[src/rtl/aduna_pkg.sv]
// Shared encodings and helpers for the serial chunked adder.
// Build option ADUNA_SUB_EN adds subtract mode; nothing here depends on it.
package aduna_pkg;

  localparam logic [1:0] ST_IDLE = 2'd0;
  localparam logic [1:0] ST_RUN  = 2'd1;
  localparam logic [1:0] ST_DONE = 2'd2;

  typedef enum logic [1:0] {
    S_IDLE = ST_IDLE,
    S_RUN  = ST_RUN,
    S_DONE = ST_DONE
  } state_t;

  function automatic int clog2(input int v);
    int r;
    r = 0;
    while ((1 << r) < v) r++;
    return r;
  endfunction

endpackage

[src/rtl/aduna_serial_if.sv]
// start/busy/done bus for aduna_serial; the sub line exists only under ADUNA_SUB_EN.
// No backpressure: the master must hold start until it sees it accepted (busy).
interface aduna_serial_if #(parameter int WIDTH = 16);

  logic             start;
  logic [WIDTH-1:0] x;
  logic [WIDTH-1:0] y;
  logic             c0;
`ifdef ADUNA_SUB_EN
  logic             sub;
`endif
  logic             busy;
  logic             done;
  logic [WIDTH-1:0] s;
  logic             c4;
  logic             ovf;

`ifdef ADUNA_SUB_EN
  modport master (output start, x, y, c0, sub, input busy, done, s, c4, ovf);
  modport slave  (input start, x, y, c0, sub, output busy, done, s, c4, ovf);
`else
  modport master (output start, x, y, c0, input busy, done, s, c4, ovf);
  modport slave  (input start, x, y, c0, output busy, done, s, c4, ovf);
`endif

endinterface

[src/rtl/aduna_digit.sv]
// Combinational DIGIT-bit adder slice, zero latency, no handshake.
module aduna_digit #(
  parameter int DIGIT = 4
) (
  input  logic [DIGIT-1:0] a,
  input  logic [DIGIT-1:0] b,
  input  logic             ci,
  output logic [DIGIT-1:0] sum,
  output logic             co
);

  assign {co, sum} = {1'b0, a} + {1'b0, b} + {{DIGIT{1'b0}}, ci};

endmodule

[src/rtl/aduna_serial.sv]
// Serial WIDTH-bit adder, DIGIT bits per cycle; done pulses WIDTH/DIGIT cycles after start.
// start ignored while busy; ADUNA_SUB_EN adds a latched sub input (x - y - c0).
module aduna_serial
  import aduna_pkg::*;
#(
  parameter int WIDTH = 16,
  parameter int DIGIT = 4
) (
  input  logic           clk,
  input  logic           rst,
  aduna_serial_if.slave  bus
);

  localparam int N  = WIDTH / DIGIT;
  localparam int CW = (N > 1) ? clog2(N) : 1;
  localparam logic [CW-1:0] LAST = CW'(N - 1);

  state_t           state;
  logic [CW-1:0]    cnt;
  logic [WIDTH-1:0] xr;
  logic [WIDTH-1:0] yr;
  logic [WIDTH-1:0] s_q;
  logic             carry;
  logic             busy_q;
  logic             done_q;
  logic             c4_q;
  logic             ovf_q;

  logic [WIDTH-1:0] y_in;
  logic             c_in;
  logic [DIGIT-1:0] a;
  logic [DIGIT-1:0] b;
  logic [DIGIT-1:0] sum;
  logic             co;

  // Subtraction is x + ~y + !c0, so the operand is inverted once on entry.
`ifdef ADUNA_SUB_EN
  assign y_in = bus.sub ? ~bus.y  : bus.y;
  assign c_in = bus.sub ? ~bus.c0 : bus.c0;
`else
  assign y_in = bus.y;
  assign c_in = bus.c0;
`endif

  assign a = xr[DIGIT-1:0];
  assign b = yr[DIGIT-1:0];

  aduna_digit #(.DIGIT(DIGIT)) u_digit (
    .a   (a),
    .b   (b),
    .ci  (carry),
    .sum (sum),
    .co  (co)
  );

  always_ff @(posedge clk or posedge rst) begin
    if (rst) begin
      state  <= S_IDLE;
      cnt    <= '0;
      xr     <= '0;
      yr     <= '0;
      s_q    <= '0;
      carry  <= 1'b0;
      busy_q <= 1'b0;
      done_q <= 1'b0;
      c4_q   <= 1'b0;
      ovf_q  <= 1'b0;
    end else begin
      case (state)
        S_IDLE, S_DONE: begin
          done_q <= 1'b0;
          state  <= S_IDLE;
          if (bus.start) begin
            xr     <= bus.x;
            yr     <= y_in;
            carry  <= c_in;
            s_q    <= '0;
            c4_q   <= 1'b0;
            ovf_q  <= 1'b0;
            cnt    <= '0;
            busy_q <= 1'b1;
            state  <= S_RUN;
          end
        end
        S_RUN: begin
          xr    <= xr >> DIGIT;
          yr    <= yr >> DIGIT;
          carry <= co;
          // Result fills from the top so the last chunk lands at the MSB.
          s_q   <= (s_q >> DIGIT) | (WIDTH'(sum) << (WIDTH - DIGIT));
          cnt   <= cnt + 1'b1;
          if (cnt == LAST) begin
            c4_q   <= co;
            ovf_q  <= (a[DIGIT-1] == b[DIGIT-1]) && (sum[DIGIT-1] != a[DIGIT-1]);
            cnt    <= '0;
            busy_q <= 1'b0;
            done_q <= 1'b1;
            state  <= S_DONE;
          end
        end
        default: state <= S_IDLE;
      endcase
    end
  end

  assign bus.busy = busy_q;
  assign bus.done = done_q;
  assign bus.s    = s_q;
  assign bus.c4   = c4_q;
  assign bus.ovf  = ovf_q;

endmodule

[src/flat_wrapper.sv]
// flat-port wrapper written by rule: the top's interface ports become plain ports
module aduna_serial_flat import aduna_pkg::*;
#(
  parameter int WIDTH = 16,
  parameter int DIGIT = 4
)
  (clk, rst, bus_start, bus_x, bus_y, bus_c0, bus_busy, bus_done, bus_s, bus_c4, bus_ovf);
  aduna_serial_if #(.WIDTH(WIDTH)) bus_i ();
  input  logic clk;
  input  logic rst;
  input wire logic [$bits(bus_i.start)-1:0] bus_start;
  input wire logic [$bits(bus_i.x)-1:0] bus_x;
  input wire logic [$bits(bus_i.y)-1:0] bus_y;
  input wire logic [$bits(bus_i.c0)-1:0] bus_c0;
  output wire logic [$bits(bus_i.busy)-1:0] bus_busy;
  output wire logic [$bits(bus_i.done)-1:0] bus_done;
  output wire logic [$bits(bus_i.s)-1:0] bus_s;
  output wire logic [$bits(bus_i.c4)-1:0] bus_c4;
  output wire logic [$bits(bus_i.ovf)-1:0] bus_ovf;
  assign bus_i.start = bus_start;
  assign bus_i.x = bus_x;
  assign bus_i.y = bus_y;
  assign bus_i.c0 = bus_c0;
  assign bus_busy = bus_i.busy;
  assign bus_done = bus_i.done;
  assign bus_s = bus_i.s;
  assign bus_c4 = bus_i.c4;
  assign bus_ovf = bus_i.ovf;
  aduna_serial #(.WIDTH(WIDTH), .DIGIT(DIGIT)) u_core (.clk(clk), .rst(rst), .bus(bus_i));
endmodule
[config.mk]
export PLATFORM = sky130hd
export DESIGN_NAME = aduna_serial_flat
export DESIGN_NICKNAME = d
export VERILOG_FILES = /design/src/rtl/aduna_pkg.sv /design/src/rtl/aduna_serial_if.sv /design/src/rtl/aduna_digit.sv /design/src/rtl/aduna_serial.sv /design/src/flat_wrapper.sv
export SDC_FILE = /design/constraint.sdc
export NUM_CORES = 1
export LEC_CHECK = 0
export CORE_ASPECT_RATIO = 0.6
export CORE_MARGIN = 5
export CORE_UTILIZATION = 50
export CTS_BUF_LIST = sky130_fd_sc_hd__clkbuf_16
export CTS_CLUSTER_DIAMETER = 50
export DETAILED_ROUTE_END_ITERATION = 8
export PLACE_DENSITY = 0.88
export REMOVE_ABC_BUFFERS = 1
export SYNTH_ARGS = -nofsm -noshare
export SYNTH_HDL_FRONTEND = slang
export SYNTH_SLANG_ARGS = --single-unit
[constraint.sdc]
create_clock -name clk -period 2 [get_ports clk]
set_input_delay 0.2 -clock clk [delete_from_list [all_inputs] [get_ports clk]]
set_output_delay 0.2 -clock clk [all_outputs]
set_load 0.02 [all_outputs]
# After elaboration in Yosys (flattened, before gate mapping)
# Cells that the tools add are included.
# word_totals
reg_bits,57
in_bits,36
output_inout_bits,20
word_cells,52
# op_classes
add_sub_neg,3
eq_ne,7
n_mux,24
bitwise,1
reduce_logical,7
# op_table
cell,n
16-bit case mux with 2 select lines,3
16-bit two-way mux,3
12-bit by 16-bit OR with 16-bit output,1
1-bit case mux with 2 select lines,5
1-bit two-way mux,8
2-bit case mux with 2 select lines,2
2-bit two-way mux,3
4-bit by 4-bit adder with 5-bit output,1
5-bit by 1-bit adder with 5-bit output,1
"2-bit equality test, second input constant",2
2-bit AND reduction,2
3-bit AND reduction,1
"2-bit by 1-bit adder with 2-bit output, second input constant",1
"2-bit by 1-bit equality test with 1-bit output, second input constant",1
2-bit zero test,1
"2-bit by 1-bit != test with 1-bit output, second input constant",1
"2-bit != test, second input constant",1
2-bit nonzero test,1
2-bit OR reduction,1
1-bit equality test,1
1-bit logical AND,1
1-bit != test,1

# Depth between registers and ports, before layout
# Gate-level depths: netlist of run 1.
# logic_depth
word_depth,6
ltp_mapped,5
depth_no_buf,5

# Modules after synthesis
# A second synthesis of run 1 with hierarchy kept.
# unflattened
cells_unflattened,215
area_unflattened_um2,2477.4
# modules_own_cells
mod,n_inst,cells_per_inst,area_each_um2,seq_area_each_um2
aduna_serial,1,199,2333.5,1426.4
aduna_digit,1,16,143.9,0.0

# Worst setup path before layout of run 1
# OpenSTA, ideal clock, no wires.
# synth_path
path_type,register to register
startpoint,register u_core.xr[0]
endpoint,register u_core.carry
setup_ns,0.131
t_arrival_ns,1.676
required_ns,1.869
path_slack_ns,0.193
stages_incl_launch_ff,6
path_buffers,0
period_less_slack_ns,1.807
cell_sequence,dfrtp_1 -> fa_1 -> fa_1 -> a21o_2 -> a21oi_1 -> o211ai_1
# synth_via
elab_chain_cells,3
# synth_lines
element,line,source
from (decl),aduna_serial.sv:20,logic [WIDTH-1:0] xr;
from (signal assigned),aduna_serial.sv:74,xr <= bus.x;
from (signal assigned),aduna_serial.sv:86,xr <= xr >> DIGIT;
4-bit by 4-bit adder with 5-bit output,aduna_digit.sv:12,"assign {co, sum} = {1'b0, a} + {1'b0, b} + {{DIGIT{1'b0}}, ci};"
5-bit by 1-bit adder with 5-bit output,aduna_digit.sv:12,
1-bit case mux with 2 select lines,aduna_serial.sv:69,case (state)
to (signal assigned),aduna_serial.sv:76,carry <= c_in;
to (signal assigned),aduna_serial.sv:88,carry <= co;
to (decl),aduna_serial.sv:23,logic carry;
# Every way passes these cells.
# A chain may end at the register's enable or synchronous reset.

# Worst setup path in the final report of run 1
# layout_path
startpoint,register u_core.xr[0]
endpoint,"register u_core.ovf_q, in the netlist u_core.bus.ovf"
# layout_via
elab_chain_cells,6
# layout_lines
element,line,source
4-bit by 4-bit adder with 5-bit output,aduna_digit.sv:12,
5-bit by 1-bit adder with 5-bit output,aduna_digit.sv:12,
1-bit != test,aduna_serial.sv:94,ovf_q <= (a[DIGIT-1] == b[DIGIT-1]) && (sum[DIGIT-1] != a[DIGIT-1]);
1-bit logical AND,aduna_serial.sv:94,
1-bit two-way mux,aduna_serial.sv:92,if (cnt == LAST) begin
1-bit case mux with 2 select lines,aduna_serial.sv:69,
to (signal assigned),aduna_serial.sv:94,
to (decl),aduna_serial.sv:27,logic ovf_q;
# Every way passes these cells. The select of a mux whose other input is x is not followed.

==> flow_metrics.tcl, run 1 <==
set metrics [dict create \
    postCtsSetupBuffers 0 \
    die_w_um 101 \
    finalClockSkew_ns 0.00567 \
    hold_viol_final 0 \
    ys_seq_area_share_pct 57.6 \
    critPathMaxFanout 4 \
    min_period_ns 1.89 \
    relSlewSlack_pct 63.2 \
    comb_power_share_pct 43.6 \
    h-tree-depth 3 \
    clock_path_buffers 2 \
    ir_drop_v 0.000765 \
    first_pass_iters 4 \
    layout_commonest_cell "dfrtp_1" \
    drtAntennaViolNets 0 \
    clkTransAtPathRegs_ns 0.05 \
    num_io_pins 56 \
    synth_area_per_cell_um2 10.7 \
    r2r_setup_slack_ns 0.11 \
    power_switching_uw 2330 \
    fill_cells 334 \
    final_cell_mix "dfrtp_1 (57), clkdlybuf4s50_1 (55), nand2_1 (51)" \
    grt_first_pass_wirelength_mm 9.46 \
    vias_per_cell 5.51 \
    diodes 0 \
    critPathKind "flop to flop" \
    period_share_pct 94.6 \
    cts_hold_buf 0 \
    whs_ns 0.257 \
    seqPwrFrac_pct 33.6 \
    rows 19 \
    cts_tree "yes" \
    initial_core_util_pct 52.9 \
    cts_resized 0 \
    cp-end-kind "flop" \
    clock_sinks 57 \
    core_um2 4680 \
    rsz0062_at_grt "false" \
    route.detailed.drc 0 \
    setup_viol_count_final 0 \
    gr-total-overflow 0 \
    place_hpwl_mm 3.64 \
    wl_mm 5.77 \
    cp.required_ns 2.17 \
    maxCapViolCount 0 \
    power_switching_share_pct 37.4 \
    vias 1950 \
    drive_above_1_share_pct 8.25 \
    clkPwrFrac_pct 22.7 \
    worst_slew_pin_slew_ns 0.551 \
    synth_seq_cells 57 \
    status "complete, no violations" \
    grt.total_usage_pct 19.2 \
    synth_cells 232 \
    critPathLaunchType "flop" \
    grt_pass1_vias 1912 \
    drt_iter0_drc 108 \
    hp-class "input port to asynchronous set/reset pin" \
    p_leak_uw 0.00151 \
    p_int_uw 3900 \
    cts_made_buffers 9 \
    die_height_um 64.5 \
    port_buffers 55 \
    dp_cells 338 \
    fmaxAchievable_ghz 0.528 \
    syn-cell-area_um2 2480 \
    gp_congestion 0.793 \
    dieArea_um2 6510 \
    slew_viol_final 0 \
    stdcell_count 354 \
    root_buffer "clkbuf_16" \
    arrival_ns 2.06 \
    wl_per_cell_um 16.3 \
    grt_max_degree 58 \
    powerDensity_nw_per_um2 1860 \
    antenna_found_initial 0 \
    area_delta_synth_final_pct 35.3 \
    clkLatencyLatePin_ns 0.32 \
    synth-warning-count 0 \
    nets 328 \
    synth_cell_type_count 30 \
]
-- power groups by stage --
| stage | sequential [µW] | combinational [µW] | clock [µW] |
|---|---|---|---|
| final | 2100 | 2720 | 1420 |
| after global routing | 2160 | 2970 | 1510 |
| after CTS | 2090 | 2710 | 1450 |
| after detailed placement | 2090 | 2630 | 0 |
| after global placement | 2050 | 2530 | 0 |
| after floorplan | 2200 | 1540 | 0 |
-- kinds of logic (layout without fill, tap and decap cells) --
logic type / Yosys count / count (layout) / synth area share [%]
flops: 57 / 57 / 57.6
buf+inv: 19 / 78 / 5.20
fa+ha+maj: 6 / 6 / 3.64
simple gates: 90 / 90 / 15.6
compound gates: 59 / 59 / 17.7
xor+xnor: 1 / 1 / 0.354
-- path summary, 6_finish.rpt --
path	startpoint	endpoint	cells after the start
setup / recovery	u_core.xr[0]	u_core.bus.ovf	4
hold reg to reg	u_core.bus.done	u_core.bus.done	2
min in group clk	bus_y[8]	u_core.yr[8]	3
max in group asynchronous	rst	u_core.xr[15]	3
hold / removal	rst	u_core.cnt[0]	3
setup reg to reg	u_core.xr[0]	u_core.bus.ovf	4
-- cell usage after synthesis --
library cell / n / area [µm²]
buf_4: 8 / 60.1
nand2b_1: 2 / 12.5
nand3b_1: 1 / 7.51
buf_2: 4 / 20.0
dfrtp_1: 57 / 1430
xor2_1: 1 / 8.76
o41ai_1: 1 / 8.76
o21ai_0: 3 / 15.0
o211ai_1: 1 / 7.51
nand2_1: 51 / 191
and2b_1: 1 / 7.51
a22o_1: 24 / 210
nor3_1: 2 / 10.0
fa_1: 2 / 40.0
nor2b_1: 1 / 6.26
clkbuf_1: 2 / 7.51
a31oi_1: 24 / 150
a32o_1: 1 / 10.0
nand3_1: 3 / 15.0
or3_1: 1 / 6.26
ha_1: 4 / 50.1
a21oi_1: 1 / 5.00
inv_1: 2 / 7.51
buf_6: 3 / 33.8
o21a_1: 1 / 7.51
and3_4: 1 / 11.3
nor2_1: 26 / 97.6
a21o_2: 1 / 8.76
a21o_1: 2 / 15.0
nor2_8: 1 / 20.0
-- sequential cells by signal, summed over array words and instances, names as in the netlist --
name and flops:
u_core.bus.s 16, u_core.yr 16, u_core.bus.ovf 1, u_core.bus.busy 1, u_core.bus.c4 1, u_core.cnt 2, u_core.bus.done 1, u_core.state 2
u_core.carry 1, u_core.xr 16
-- per-layer routing --
layer  wire length [µm]  share of wire, %  vias up  GRT usage (%)
met3                454               7.9       10           8.79
met1               2580                45      937           25.5
met2               2660                46       78           27.9
met5                  0                 0        -              0
li1                   -                 -      925              -
met4                 72               1.2        0           6.72
-- metrics by stage --
stage | util, % | TNS [ns] | power, µW | cell area (µm²) | setup WS, ns
3_5_place_dp | 65.5 | 0 | 4710 | 3070 | 0.0894
2_1_floorplan | - | -11.42 | 3740 | 2360 | -0.324
5_1_grt | 71.5 | 0 | 6640 | 3350 | 0.0301
4_1_cts | 71.4 | 0 | 6240 | 3340 | 0.0417
3_3_place_gp | 65.5 | 0 | 4580 | 3070 | 0.133
6_report | 71.5 | 0 | 6230 | 3350 | 0.107
-- critical path, cell delays in order, from the launching register on --
cell and delay, ns:
dfrtp_1 0.40, fa_1 0.47, and3_4 0.21, o21a_1 0.20, o41ai_1 0.46
-- area by class of cell --
class	count	area, µm²	share of cell area, %
Clock buffer	9	225	6.72
Clock inverter	7	53.8	1.61
Inverter	2	7.51	0.224
Multi-Input combinational cell	156	933	27.9
Sequential cell	57	1430	42.6
Tap cell	63	78.8	2.35
Timing Repair Buffer	60	626	18.7
No activity file was read; power rests on OpenSTA's default activity.
==> inputs of run 2 (changes only) <==
- CORE_MARGIN: 5 -> 2
==> flow_metrics.tcl, run 2 (same netlist as run 1, synthesis figures left out) <==
set metrics [dict create \
    seq_area_um2 1430 \
    gr-total-overflow 0 \
    nets 329 \
    first_pass_iters 4 \
    critPathLaunchType "flop" \
    worst_path_largest_cell_delay_ns 0.48 \
    initial_core_util_pct 53.2 \
    rows 19 \
    setup_viol_count_final 0 \
    arrival_ns 2.11 \
    rsz0062_at_grt "false" \
    route.detailed.drc 0 \
    hp-class "input port to asynchronous set/reset pin" \
    grt.total_usage_pct 21.9 \
    core_um2 4660 \
    fmaxAchievable_ghz 0.522 \
    slew_viol_final 0 \
    path_delay_family "adder cells" \
    status "complete, no violations" \
    drive_above_1_share_pct 9.59 \
    cts_hold_buf 0 \
    relSlewSlack_pct 66.9 \
    drtAntennaViolNets 0 \
    dieArea_um2 5550 \
    period_share_pct 95.7 \
    cts_made_buffers 9 \
    layout_commonest_cell "dfrtp_1" \
    critPathKind "flop to flop" \
    wl_per_cell_um 14.9 \
    worst_slew_pin_slew_ns 0.496 \
    die_w_um 94.9 \
    path_common_cell "fa_1" \
    r2r_setup_slack_ns 0.09 \
    ir_drop_v 0.000750 \
    finalClockSkew_ns 0.00367 \
    cp-end-kind "flop" \
    wl_mm 5.27 \
    whs_ns 0.208 \
    num_io_pins 56 \
    area_delta_synth_final_pct 35.3 \
    critPathMaxFanout 2 \
    vias_per_cell 5.34 \
    r2r_cells 5 \
    cp.required_ns 2.20 \
    grt_pass1_vias 1854 \
    min_period_ns 1.91 \
    root_buffer "clkbuf_16" \
    place_hpwl_mm 3.49 \
    cts_tree "yes" \
    r2r_start "u_core.xr[0]" \
    fill_cells 344 \
    hold_viol_final 0 \
    diodes 0 \
    clock_sinks 57 \
    powerDensity_nw_per_um2 1840 \
    gp_congestion 0.812 \
    crit_slowest_cell "fa_1" \
    grt_max_degree 38 \
    antenna_found_initial 0 \
    worst-path-buf-inv 0 \
    multiInputGateArea_um2 931 \
    drt_iter0_drc 82 \
    die_height_um 58.5 \
    clock_path_buffers 2 \
    clkTransAtPathRegs_ns 0.05 \
    cp_cell_sequence "fa_1 -> fa_1 -> a21o_2 -> a21oi_2 -> o211ai_1" \
    port_buffers 55 \
    clkLatencyLatePin_ns 0.32 \
    r2r_end "u_core.carry" \
    vias 1897 \
    final_cell_mix "dfrtp_1 (57), clkdlybuf4s50_1 (55), nand2_1 (51)" \
    grt_first_pass_wirelength_mm 8.95 \
    maxCapViolCount 0 \
    p_leak_uw 0.00151 \
    h-tree-depth 3 \
    setup-tns-final_ns 0 \
]
[run 2: what timing repair did]
action                                  in CTS  in global routing
endpoints found under the setup margin       0                  2
resized for setup                            0                  1
buffers inserted                             0                  0
[run 2: how the worst max path moves through the flow]
stage                          startpoint                to  slack [ns]  cells after the start
final                        u_core.xr[0]      u_core.carry        0.09                      5
after global routing         u_core.xr[0]     u_core.bus.c4       0.004                      5
after CTS                    u_core.xr[0]      u_core.carry        0.06                      5
after detailed placement     u_core.xr[0]      u_core.carry        0.07                      5
after global placement       u_core.xr[0]      u_core.carry        0.14                      5
after floorplan           u_core.state[0]  u_core.bus.s[14]       -0.32                      3
[run 2: worst register-to-register path: cells and delay by family, from the launching register on]
family	cells	cell delay, ns
flip-flops	1	0.40
adder cells (fa/ha/maj)	2	0.90
AO/OA/AOI/OAI	3	0.49
[run 2: power breakdown]
part	switching (µW)	internal (µW)	total, µW
logic	1400	1230	2630
registers	371	1710	2080
clock network	497	946	1440
[run 2: metrics by stage]
step	instances	worst slack, ns	util [%]	instance area, µm²	total power [µW]
4_1_cts	355	0.0552	71.8	3350	6180
6_report	355	0.0852	71.9	3350	6160
3_5_place_dp	339	0.0744	65.7	3060	4690
5_1_grt	355	0.00374	71.9	3350	6610
3_3_place_gp	339	0.140	65.7	3060	4560
2_1_floorplan	215	-0.324	-	2360	3740
[run 2: layer usage]
layer / part of all wire, % / up-vias / GRT usage [%]
met5: 0 / - / 0
met4: 1.5 / 0 / 8.07
met3: 5.5 / 10 / 8.45
met2: 44 / 59 / 33.2
met1: 49 / 898 / 29.1
li1: - / 930 / -
[run 2: layout make-up]
class	instances	area share (%)
sequential	57	42.6
multi-input combinational	156	27.8
timing repair buffer	61	18.5
clock buffer	9	6.72
tap	63	2.35
clock inverter	7	1.83
inverter	2	0.224
==> inputs of run 3 (changes only) <==
- SKIP_LAST_GASP: unset -> 1
- TNS_END_PERCENT: unset -> 1
==> results of run 3 <==
Same layout as run 2: the final DEF is identical, and so are final timing and power.
